===== src/rtl/fifo_word_packer.sv =====
// -----------------------------------------------------------------------------
// fifo_word_packer
//
// Read-side consumer of an 8-bit FIFO. Pops bytes whenever the FIFO is not
// empty, packs them little-endian into 32-bit words and presents each word on
// a valid/ready output. A partial word is flushed with its byte count once the
// FIFO has stayed empty for TIMEOUT consecutive idle cycles.
//
// Ports
//   rd_clk      clock shared with the FIFO read side
//   rd_rst      asynchronous, active-high reset
//   fifo_data   FIFO read data, valid the cycle after fifo_rd_en
//   fifo_empty  FIFO empty flag
//   fifo_rd_en  pop request (combinational, never high while fifo_empty)
//   out_data    packed word, byte k in bits [8k+7:8k]
//   out_bytes   number of valid bytes in out_data (1..4)
//   out_valid   out_data/out_bytes valid
//   out_ready   downstream accepts when out_valid && out_ready
// -----------------------------------------------------------------------------
module fifo_word_packer #(
    parameter int TIMEOUT = 16
) (
    input  logic        rd_clk,
    input  logic        rd_rst,
    input  logic [7:0]  fifo_data,
    input  logic        fifo_empty,
    output logic        fifo_rd_en,
    output logic [31:0] out_data,
    output logic [2:0]  out_bytes,
    output logic        out_valid,
    input  logic        out_ready
);

    localparam logic [7:0] TIMEOUT_V = 8'(TIMEOUT);

    logic [7:0]  acc [4];      // accumulator byte slots
    logic [2:0]  acc_cnt;      // bytes held in the accumulator, 0..4
    logic        inflight;     // a pop was issued last cycle; data lands now
    logic [7:0]  timer;        // idle cycles with a partial word held

    logic        timed_out;
    logic        out_free;
    logic        xfer;
    logic [3:0]  pending;
    logic [1:0]  cap_slot;
    logic [31:0] acc_word;

    // NOTE: every signal driven here gets a default before any condition so
    // no path leaves it unassigned and no latch is inferred.
    always_comb begin
        timed_out = (timer == TIMEOUT_V);
        out_free  = !out_valid || out_ready;
        xfer      = ((acc_cnt == 3'd4) || timed_out) && (acc_cnt != 3'd0) && out_free;

        // Bytes already committed to the accumulator, including the one in flight.
        pending   = {1'b0, acc_cnt} + {3'b000, inflight};

        // A read in an xfer cycle is allowed: it lands in the cleared accumulator.
        // Reads are held off while timed out so the flush stays atomic.
        fifo_rd_en = !rd_rst && !fifo_empty && !timed_out && ((pending < 4'd4) || xfer);

        // A capture coinciding with xfer (not reachable in normal operation)
        // would start the next word.
        cap_slot = xfer ? 2'd0 : acc_cnt[1:0];

        // Unused byte lanes are forced to zero.
        acc_word = '0;
        for (int k = 0; k < 4; k++) begin
            if (3'(k) < acc_cnt) begin
                acc_word[8*k +: 8] = acc[k];
            end
        end
    end

    // NOTE: the accumulator data slots are not reset; acc_cnt alone defines
    // which slots are meaningful and stale lanes are masked off above.
    always_ff @(posedge rd_clk) begin
        if (inflight) begin
            acc[cap_slot] <= fifo_data;
        end
    end

    // NOTE: all state updates use non-blocking assignments so every register
    // samples the pre-edge values of the others.
    always_ff @(posedge rd_clk or posedge rd_rst) begin
        if (rd_rst) begin
            acc_cnt   <= 3'd0;
            inflight  <= 1'b0;
            timer     <= 8'd0;
            out_data  <= 32'd0;
            out_bytes <= 3'd0;
            out_valid <= 1'b0;
        end else begin
            inflight <= fifo_rd_en;

            if (xfer) begin
                acc_cnt <= {2'b00, inflight};
            end else if (inflight) begin
                acc_cnt <= acc_cnt + 3'd1;
            end

            // Count only true idle: partial word, nothing in flight, FIFO empty.
            if (xfer || inflight || (acc_cnt == 3'd0)) begin
                timer <= 8'd0;
            end else if (fifo_empty && !timed_out && (acc_cnt != 3'd4)) begin
                timer <= timer + 8'd1;
            end

            if (xfer) begin
                out_data  <= acc_word;
                out_bytes <= acc_cnt;
                out_valid <= 1'b1;
            end else if (out_ready) begin
                out_valid <= 1'b0;
            end
        end
    end

endmodule


===== config.mk =====
export PLATFORM = sky130hd
export DESIGN_NAME = fifo_word_packer
export DESIGN_NICKNAME = d
export VERILOG_FILES = /design/src/rtl/fifo_word_packer.sv
export SDC_FILE = /design/constraint.sdc
export NUM_CORES = 1
export LEC_CHECK = 0
export ABC_CLOCK_PERIOD_IN_PS = 4100
export CAP_MARGIN = 10
export CELL_PAD_IN_SITES_DETAIL_PLACEMENT = 0
export CELL_PAD_IN_SITES_GLOBAL_PLACEMENT = 1
export CORE_ASPECT_RATIO = 1.2
export CORE_MARGIN = 2
export CORE_UTILIZATION = 46
export DETAILED_ROUTE_END_ITERATION = 8
export HOLD_SLACK_MARGIN = 0.06
export PLACE_DENSITY = 0.92
export SYNTH_ARGS = -nofsm -noshare
export SYNTH_HDL_FRONTEND = slang
export SYNTH_SLANG_ARGS = --single-unit

===== constraint.sdc =====
create_clock -name rd_clk -period 4.1 [get_ports rd_clk]
set_input_delay 0.615 -clock rd_clk [delete_from_list [all_inputs] [get_ports rd_clk]]
set_output_delay 0.615 -clock rd_clk [all_outputs]
set_load 0.01 [all_outputs]

---- After elaboration in Yosys (flattened, before gate mapping) ----
Memory sizes are Yosys's and may differ from the RTL's. A register that Yosys moved wholly into a read port is not among the register bits.
Index checks and enable logic that the tools add are counted.
operators by class
  add/sub/neg operators ................... 3
  div/mod/pow operators ................... 0
  reductions and logical operators ........ 21
  mux-type cells .......................... 13
  shifts and indexed selects .............. 0
  multiply operators ...................... 0
  eq/ne operators ......................... 3
  $lt $le $gt $ge ......................... 5
  bitwise logic cells ..................... 0
operator list
  operator                                                               number
  8-bit two-way mux                                                      6
  8-bit by 1-bit adder with 8-bit output (second input constant)         1
  8-bit by 5-bit == test with 1-bit output (second input constant)       1
  1-bit logical AND                                                      7
  1-bit by 3-bit < comparator with 1-bit output (first input constant)   2
  2-bit by 3-bit < comparator with 1-bit output (first input constant)   2
  3-bit two-way mux                                                      2
  2-bit nonzero test                                                     3
  1-bit logical OR                                                       5
  3-bit by 1-bit adder with 4-bit output                                 1
  1-bit logical NOT                                                      4
  4-bit by 3-bit < comparator with 1-bit output (second input constant)  1
  1-bit two-way mux                                                      4
  3-bit by 1-bit adder with 3-bit output (second input constant)         1
  3-bit == test (second input constant)                                  1
  3-bit logical NOT                                                      1
  3-bit != test (second input constant)                                  1
  3-bit nonzero test                                                     1
  2-bit two-way mux                                                      1
word-level totals
  bits of input ports ..................... 12
  memories kept ........................... 1
  bits in read-only memories .............. 0
  bits in latches ......................... 0
  bits in writable memories ............... 32
  register bits ........................... 48
memory list
  name  words  bits a word  rd ports  clocked after memory_dff  wr ports  line  source
  acc   4      8            4         1                         1         36    logic [7:0] acc [4];

---- Depth between registers and ports, before layout ----
Gate-level depths: netlist (run 1).
  depth after elaboration ................. 7
  mapped depth ............................ 9

---- Least setup slack after synthesis (run 1) ----
No wires, ideal clock.
  kind .................................... register -> register
  start ................................... reg acc_cnt[1]
  end ..................................... mem acc[1][0], enable pin
  arrival ................................. 2.324 ns
  setup slack ............................. 1.391 ns
  setup time .............................. 0.385 ns
  cell stages (with the launch flop) ...... 9
  path buffers ............................ 2
  period minus slack after synthesis ...... 2.709 ns
  cells stage by stage .................... dfrtp_1 > clkbuf_1 > inv_1 > ha_1 > and2_1 > a41oi_2 > clkbuf_1 > o21ai_1 > nor3b_1
between the ends
  cells in the longest elaborated chain, start to end .. 5
  elaborated cells between the ends (all ways) .. 6
  those cells by class .................... eq/ne (1); mux (1); reduce/logical (4)
ends and longest elaborated chain
  element                          line  source
  start, declared                  37    logic [2:0] acc_cnt;
  start signal, assigned           97    acc_cnt <= {2'b00, inflight};
  start signal, assigned           99    acc_cnt <= acc_cnt + 3'd1;
  3-bit == test                    53    xfer = ((acc_cnt == 3'd4) || timed_out) && (acc_cnt != 3'd0) && out_free;
  1-bit logical OR                 53
  1-bit logical AND (2 in series)  53
  2-bit two-way mux (*)            64    cap_slot = xfer ? 2'd0 : acc_cnt[1:0];
  end, declared                    36
Mark *: on every way between the ends. The rest lies on a longest branch, timed or not.

---- Final worst setup path (run 1) ----
  start ................................... reg acc_cnt[1]
  end ..................................... out fifo_rd_en
between the ends
  cells in the longest elaborated chain, start to end .. 6
  elaborated cells between the ends (all ways) .. 9
  those cells by class .................... add/sub (1); order compare (1); eq/ne (1); reduce/logical (6)
ends and longest elaborated chain
  element                                                                         line  source
  branches (longest 4 deep; another with 3-bit by 1-bit adder with 4-bit output)  --
  1-bit logical OR (*)                                                            60    fifo_rd_en = !rd_rst && !fifo_empty && !timed_out && ((pending < 4'd4) || xfer);
  1-bit logical AND (*)                                                           60
  end, declared                                                                   27    output logic fifo_rd_en,
Mark *: on every way between the ends.

==> results of run 1 <==
==> final cells by class <==
cell class / count / area (sq um) / area share, %
flip-flops and latches: 80 / 2160 / 55.7
multi-input cells: 136 / 875 / 22.5
repair buffers: 53 / 518 / 13.4
clock buffers: 10 / 138 / 3.55
well taps: 85 / 106 / 2.74
clock inverters: 6 / 50.0 / 1.29
inverters: 8 / 30.0 / 0.774
==> registers in the layout (all words and copies together), names as in the netlist <==
| name | cells |
|---|---|
| timer | 8 |
| out_valid | 1 |
| out_bytes | 3 |
| out_data | 32 |
| acc | 32 |
| acc_cnt | 3 |
| inflight | 1 |
==> logic make-up (layout without fill, tap and decap cells) <==
logic type	Yosys count	after routing	share of synthesized area, %
flops	80	80	69.0
xor+xnor	8	8	2.24
fa+ha+maj	4	4	1.60
compound gates	56	56	11.3
mux	10	10	3.52
simple gates	58	58	9.31
buf+inv	20	77	3.04
==> cell usage in the layout (no fill, tap or decap), types with 2 or more instances in the layout <==
cell type,netlist,final
a22o_1,8,8
a31oi_1,3,3
buf_4,1,4
clkbuf_8,0,10
clkdlybuf4s50_1,0,48
clkinv_4,0,2
clkinvlp_4,0,2
dfrtp_1,48,48
edfxtp_1,32,32
ha_1,4,4
inv_1,8,7
inv_6,0,2
mux2_2,8,8
mux2i_1,2,2
nand2_1,24,24
nand2b_1,3,3
nand3_1,2,2
nand4_1,3,3
nor2_1,13,13
o21ai_0,36,36
or3_1,2,2
xnor2_1,3,3
xor2_1,5,5
==> power breakdown <==
| group | leakage, nW | total (mW) | switching, mW | internal [mW] |
|---|---|---|---|---|
| combinational | 0.527 | 0.860 | 0.408 | 0.452 |
| clock | 0.0895 | 0.543 | 0.300 | 0.243 |
| sequential | 0.901 | 1.19 | 0.143 | 1.04 |
| total | 1.52 | 2.59 | 0.852 | 1.74 |
==> layer usage <==
metal | up-vias | share of wire (%) | wire (um)
met4 | 0 | 1.7 | 104
met5 | - | 0 | 0
met3 | 11 | 3.7 | 229
met1 | 958 | 46 | 2840
li1 | 942 | - | -
met2 | 62 | 49 | 3030
==> path summary, 6_finish.rpt <==
kind | endpoint | slack (ns) | cells past startpoint
max in group asynchronous | out_data[12] | 2.59 | 2
worst min register to register | out_data[20] | 0.47 | 1
worst max-delay path | fifo_rd_en | 0.67 | 8
worst max register to register | acc[0][6] | 1.48 | 7
worst min-delay path | out_data[20] | 0.47 | 1
min in group asynchronous | timer[4] | 0.88 | 2
==> per-stage QoR <==
step                area (sq um)  worst slack (ns)  utilization, %
floorplan                   3130              1.39               -
global placement            3680              1.14            56.4
detailed placement          3680              1.06            56.4
CTS                         3870             0.641            59.3
global route                3880             0.508            59.4
finish                      3880             0.669            59.4
==> critical path: stages (launching register included) <==
cell and delay [ns]:
dfrtp_1 0.47, inv_1 0.10, ha_1 0.22, and2_1 0.23, a41oi_2 0.05, buf_4 0.23, nand2b_1 0.19, a2111oi_2 0.37
clkdlybuf4s50_1 0.61
==> results.json, run 1 <==
{
  "dieArea_sq_um": 7490,
  "gr-usage-met3_pct": 3.15,
  "finalMaxSlewViolations": 0,
  "maxSlewHeadroom_pct": 32.8,
  "yosys-top-cells-count": "48 x dfrtp_1, 36 x o21ai_0, 32 x edfxtp_1, 24 x nand2_1, 13 x nor2_1",
  "antenna_found_initial": 0,
  "grt_pass1_vias": 2058,
  "synth_fp_nets": 252,
  "synthArstFlopShare_pct": 60.0,
  "clk_pin_slew_ns": 0.08,
  "root_buffer": "clkbuf_8",
  "hp-class": "register to register",
  "dr_total_vias": 1973,
  "synth_top_cell_by_area": "dfrtp_1",
  "path_class": "register to output port",
  "setup_violations": 0,
  "grt_usage_pct": 18.0,
  "wire_per_inst_um": 16.4,
  "start_util_pct": 48.0,
  "ios": 49,
  "end_kind": "output port",
  "synth-seq-cells": 80,
  "holdBufCountCts": 0,
  "p_per_area_nw_per_um2": 667,
  "cts_setup_buffers": 0,
  "hp-start": "acc[2][4]",
  "drcViolationCount": 0,
  "synth.most_common_cell": "dfrtp_1",
  "cts_buffers": 9,
  "grt_pass1_wl_mm": 10.1,
  "fin_cells": 378,
  "ir_drop_mv": 0.435,
  "clkSinkCount": 80,
  "hpwlAfterDp_mm": 4.13,
  "chipHeight_um": 94.4,
  "initialDrtViolationCount": 131,
  "clockBufferDepth": 2,
  "insertion_delay_ns": 0.35,
  "cts_resized": 0,
  "ys_top_cells_by_area": "dfrtp_1 38%, edfxtp_1 31%, o21ai_0 5.8%",
  "hold_viol": 0,
  "arrival_ns": 2.82,
  "r2r_start": "acc_cnt[1]",
  "rsz0062_at_grt": "false",
  "antenna_cells": 0,
  "tritoncts": "yes",
  "via_per_inst": 5.22,
  "dpl.cell_count": 361,
  "p_leak_nw": 1.52,
  "max_freq_mhz": 291,
  "ys_seq_area_share_pct": 69.0,
  "grt_max_degree": 49,
  "wl_mm": 6.21,
  "period_needed_ns": 3.43,
  "met1_usage_pct": 24.7,
  "ant_nets": 0,
  "synth_top_area_share_pct": 38.4,
  "ys_types": 42,
  "cap_violations": 0,
  "num_rows": 32,
  "syn-cell-area_sq_um": 3130,
  "cp-start-kind": "register",
  "grt.met2_usage_pct": 28.2,
  "min_period_over_period_pct": 83.7,
  "worst_pin_slew_ns": 1.01,
  "synthCells": 236,
  "place.gp.congestion": 0.923,
  "postSynthAreaPerCell_sq_um": 13.3,
  "synth_edf_count": 32,
  "critPathLaunch": "acc_cnt[1]",
  "numPortBuffers": 48,
  "die_x_um": 79.3,
  "clock-skew-final_ns": 0.0114,
  "htree_num_levels": 3,
  "critPathRequiredTime_ns": 3.48,
  "grt_overflow_total": 0,
  "tns_ns": 0,
  "synthToLayoutAreaGrowth_pct": 23.9,
  "core_area_sq_um": 6530,
  "ys_warn_count": 0,
  "firstDrtPassIters": 4,
  "crit_fanout": 22,
  "nFillCells": 519,
  "synth_top_flop_cell": "dfrtp_1",
  "finalPower_mw": 2.59,
  "drive_above_1_share_pct": 12.3,
  "finalNetCount": 304,
  "top_usage_layer": "met2",
  "holdWs_ns": 0.467,
  "status": "complete, no violations"
}
No activity file was read; power rests on OpenSTA's default activity.
==> run 2, diff against run 1 <==
==> config.mk (replaced) <==
export PLATFORM = sky130hd
export DESIGN_NAME = fifo_word_packer
export DESIGN_NICKNAME = d
export VERILOG_FILES = /design/src/rtl/fifo_word_packer.sv
export SDC_FILE = /design/constraint.sdc
export NUM_CORES = 1
export LEC_CHECK = 0
export ABC_CLOCK_PERIOD_IN_PS = 3400
export CAP_MARGIN = 10
export CELL_PAD_IN_SITES_DETAIL_PLACEMENT = 0
export CELL_PAD_IN_SITES_GLOBAL_PLACEMENT = 1
export CORE_ASPECT_RATIO = 1.2
export CORE_MARGIN = 2
export CORE_UTILIZATION = 43
export DETAILED_ROUTE_END_ITERATION = 8
export HOLD_SLACK_MARGIN = 0.06
export PLACE_DENSITY = 0.88
export SYNTH_ARGS = -nofsm -noshare
export SYNTH_HDL_FRONTEND = slang
export SYNTH_SLANG_ARGS = --single-unit
==> constraint.sdc (replaced) <==
create_clock -name rd_clk -period 3.4 [get_ports rd_clk]
set_input_delay 0.51 -clock rd_clk [delete_from_list [all_inputs] [get_ports rd_clk]]
set_output_delay 0.51 -clock rd_clk [all_outputs]
set_load 0.01 [all_outputs]
==> run 2 against run 1 <==
Net effect:
- sequential share of layout area is 0.57 points lower
- sequential power increased by 19%
- die area is 6.7% higher
- clock skew is 0.0032 ns lower
- flip-flop and latch count did not move
- via count up 2.0%
- critical endpoint unchanged
==> results.json, run 2 (synthesized netlist as in run 1, its figures left out) <==
{
  "status": "complete, no violations",
  "p_comb_share_pct": 33.0,
  "hold_depth": 1,
  "p_per_area_nw_per_um2": 816,
  "tritoncts": "yes",
  "critPathRequiredTime_ns": 2.89,
  "num_rows": 34,
  "root_buffer": "clkbuf_8",
  "grt_overflow_total": 0,
  "rsz0062_at_grt": "false",
  "initialDrtViolationCount": 124,
  "holdWs_ns": 0.471,
  "ant_nets": 0,
  "cp-endpoint": "fifo_rd_en",
  "hp-start": "acc[2][6]",
  "chipHeight_um": 97.5,
  "place.gp.congestion": 0.903,
  "start_util_pct": 43.8,
  "wl_mm": 6.21,
  "antenna_cells": 0,
  "critPathLaunch": "acc_cnt[1]",
  "finalNetCount": 305,
  "crit_chain": "inv_1, ha_1, and2_1, a41oi_2, nand2b_1, a2111oi_2, clkdlybuf4s50_1",
  "drcViolationCount": 0,
  "wire_per_inst_um": 16.2,
  "fin_area_sq_um": 3920,
  "reg.largest.list": "acc x32, out_data x32, timer x8",
  "max_stage_delay_ns": 0.61,
  "final_cell_mix": "48 x dfrtp_1, 48 x clkdlybuf4s50_1, 36 x o21ai_0",
  "dieArea_sq_um": 7980,
  "end_kind": "output port",
  "r2r_slack_ns": 0.78,
  "setup_slack_ns": 0.285,
  "cts_setup_buffers": 0,
  "synthToLayoutAreaGrowth_pct": 25.1,
  "grt_usage_pct": 17.1,
  "hold_viol": 0,
  "path_class": "register to output port",
  "clockBufferDepth": 2,
  "cp-start-kind": "register",
  "drive_above_1_share_pct": 12.6,
  "antenna_found_initial": 0,
  "r2r_start": "acc_cnt[1]",
  "arrival_ns": 2.61,
  "grt_pass1_wl_mm": 9.98,
  "reg2reg_depth": 7,
  "tns_ns": 0,
  "nFillCells": 628,
  "fin_cells": 384,
  "cap_violations": 0,
  "crit_fanout": 9,
  "firstDrtPassIters": 4,
  "swShare_pct": 31.5,
  "via_per_inst": 5.24,
  "max_freq_mhz": 321,
  "dpl_cell_area_sq_um": 3700,
  "p_int_mw": 2.19,
  "clkSinkCount": 80,
  "numPortBuffers": 48,
  "period_needed_ns": 3.12,
  "p_switching_mw": 1.01,
  "ir_drop_mv": 0.518,
  "worst_pin_slew_ns": 0.993,
  "ios": 49,
  "dr_total_vias": 2012,
  "holdBufCountCts": 0,
  "cp_slowest_cell": "clkdlybuf4s50_1",
  "finalMaxSlewViolations": 0,
  "path_delay_family": "buffers and inverters",
  "maxSlewHeadroom_pct": 33.7,
  "core_area_sq_um": 7150,
  "cts_buffers": 9,
  "cp.depth": 7,
  "cts_resized": 0,
  "grt_pass1_vias": 1993,
  "clk_pin_slew_ns": 0.08,
  "min_period_over_period_pct": 91.6,
  "hpwlAfterDp_mm": 4.29,
  "post-place-ws_ns": 0.666,
  "reg2reg_to": "acc[0][2]",
  "setup_violations": 0,
  "insertion_delay_ns": 0.35,
  "p_leak_nw": 1.54,
  "clock-skew-final_ns": 0.00820,
  "pwr-share-seq_pct": 44.3,
  "hp-class": "register to register",
  "p_clk_share_pct": 22.7,
  "grt_max_degree": 49,
  "cp_num_buf_inv": 2,
  "die_x_um": 81.9,
  "dpl.cell_count": 368,
  "htree_num_levels": 3
}
run 2: changes by cell type in the layout (fill, tap and decap cells not counted):
| cell | change |
|---|---|
| clkinv_4 | -1 |
| clkbuf_4 | -1 |
| clkbuf_8 | +1 |
| inv_6 | -1 |
| bufinv_16 | +1 |
| buf_4 | +2 |
run 2: power groups by stage:
stage	clock network, mW	registers, mW	logic (mW)
after detailed placement	0	1.44	1.07
after global routing	0.788	1.45	1.16
after global placement	0	1.43	1.05
after CTS	0.742	1.42	1.07
final	0.727	1.42	1.05
after floorplan	0	1.48	0.494
run 2: worst min path at each step:
stage,endpoint,slack [ns]
3_5_place_dp,out_data[22],0.45
2_1_floorplan,out_data[16],0.44
3_3_place_gp,out_data[23],0.45
6_report,out_data[22],0.47
5_1_grt,out_data[22],0.49
4_1_cts,out_data[22],0.47
run 2: layout make-up:
class	count	area, sq um	area share (%)
Sequential cell	80	2160	55.2
Multi-Input combinational cell	136	875	22.3
Timing Repair Buffer	54	526	13.4
Clock buffer	11	151	3.86
Tap cell	90	113	2.87
Clock inverter	5	62.6	1.60
Inverter	8	30.0	0.766
run 2: per-stage QoR:
| step | util [%] | power, mW |
|---|---|---|
| after floorplan | - | 1.97 |
| after global placement | 51.8 | 2.48 |
| after detailed placement | 51.8 | 2.50 |
| after CTS | 54.8 | 3.23 |
| after global routing | 54.8 | 3.40 |
| final | 54.8 | 3.20 |
run 2: metal layers:
metal,track usage [%],up-vias,routed length [um]
li1,-,951,-
met1,22.4,1000,2700
met5,0,-,0
met3,4.83,8,269
met4,6.92,0,92
met2,26.5,53,3140
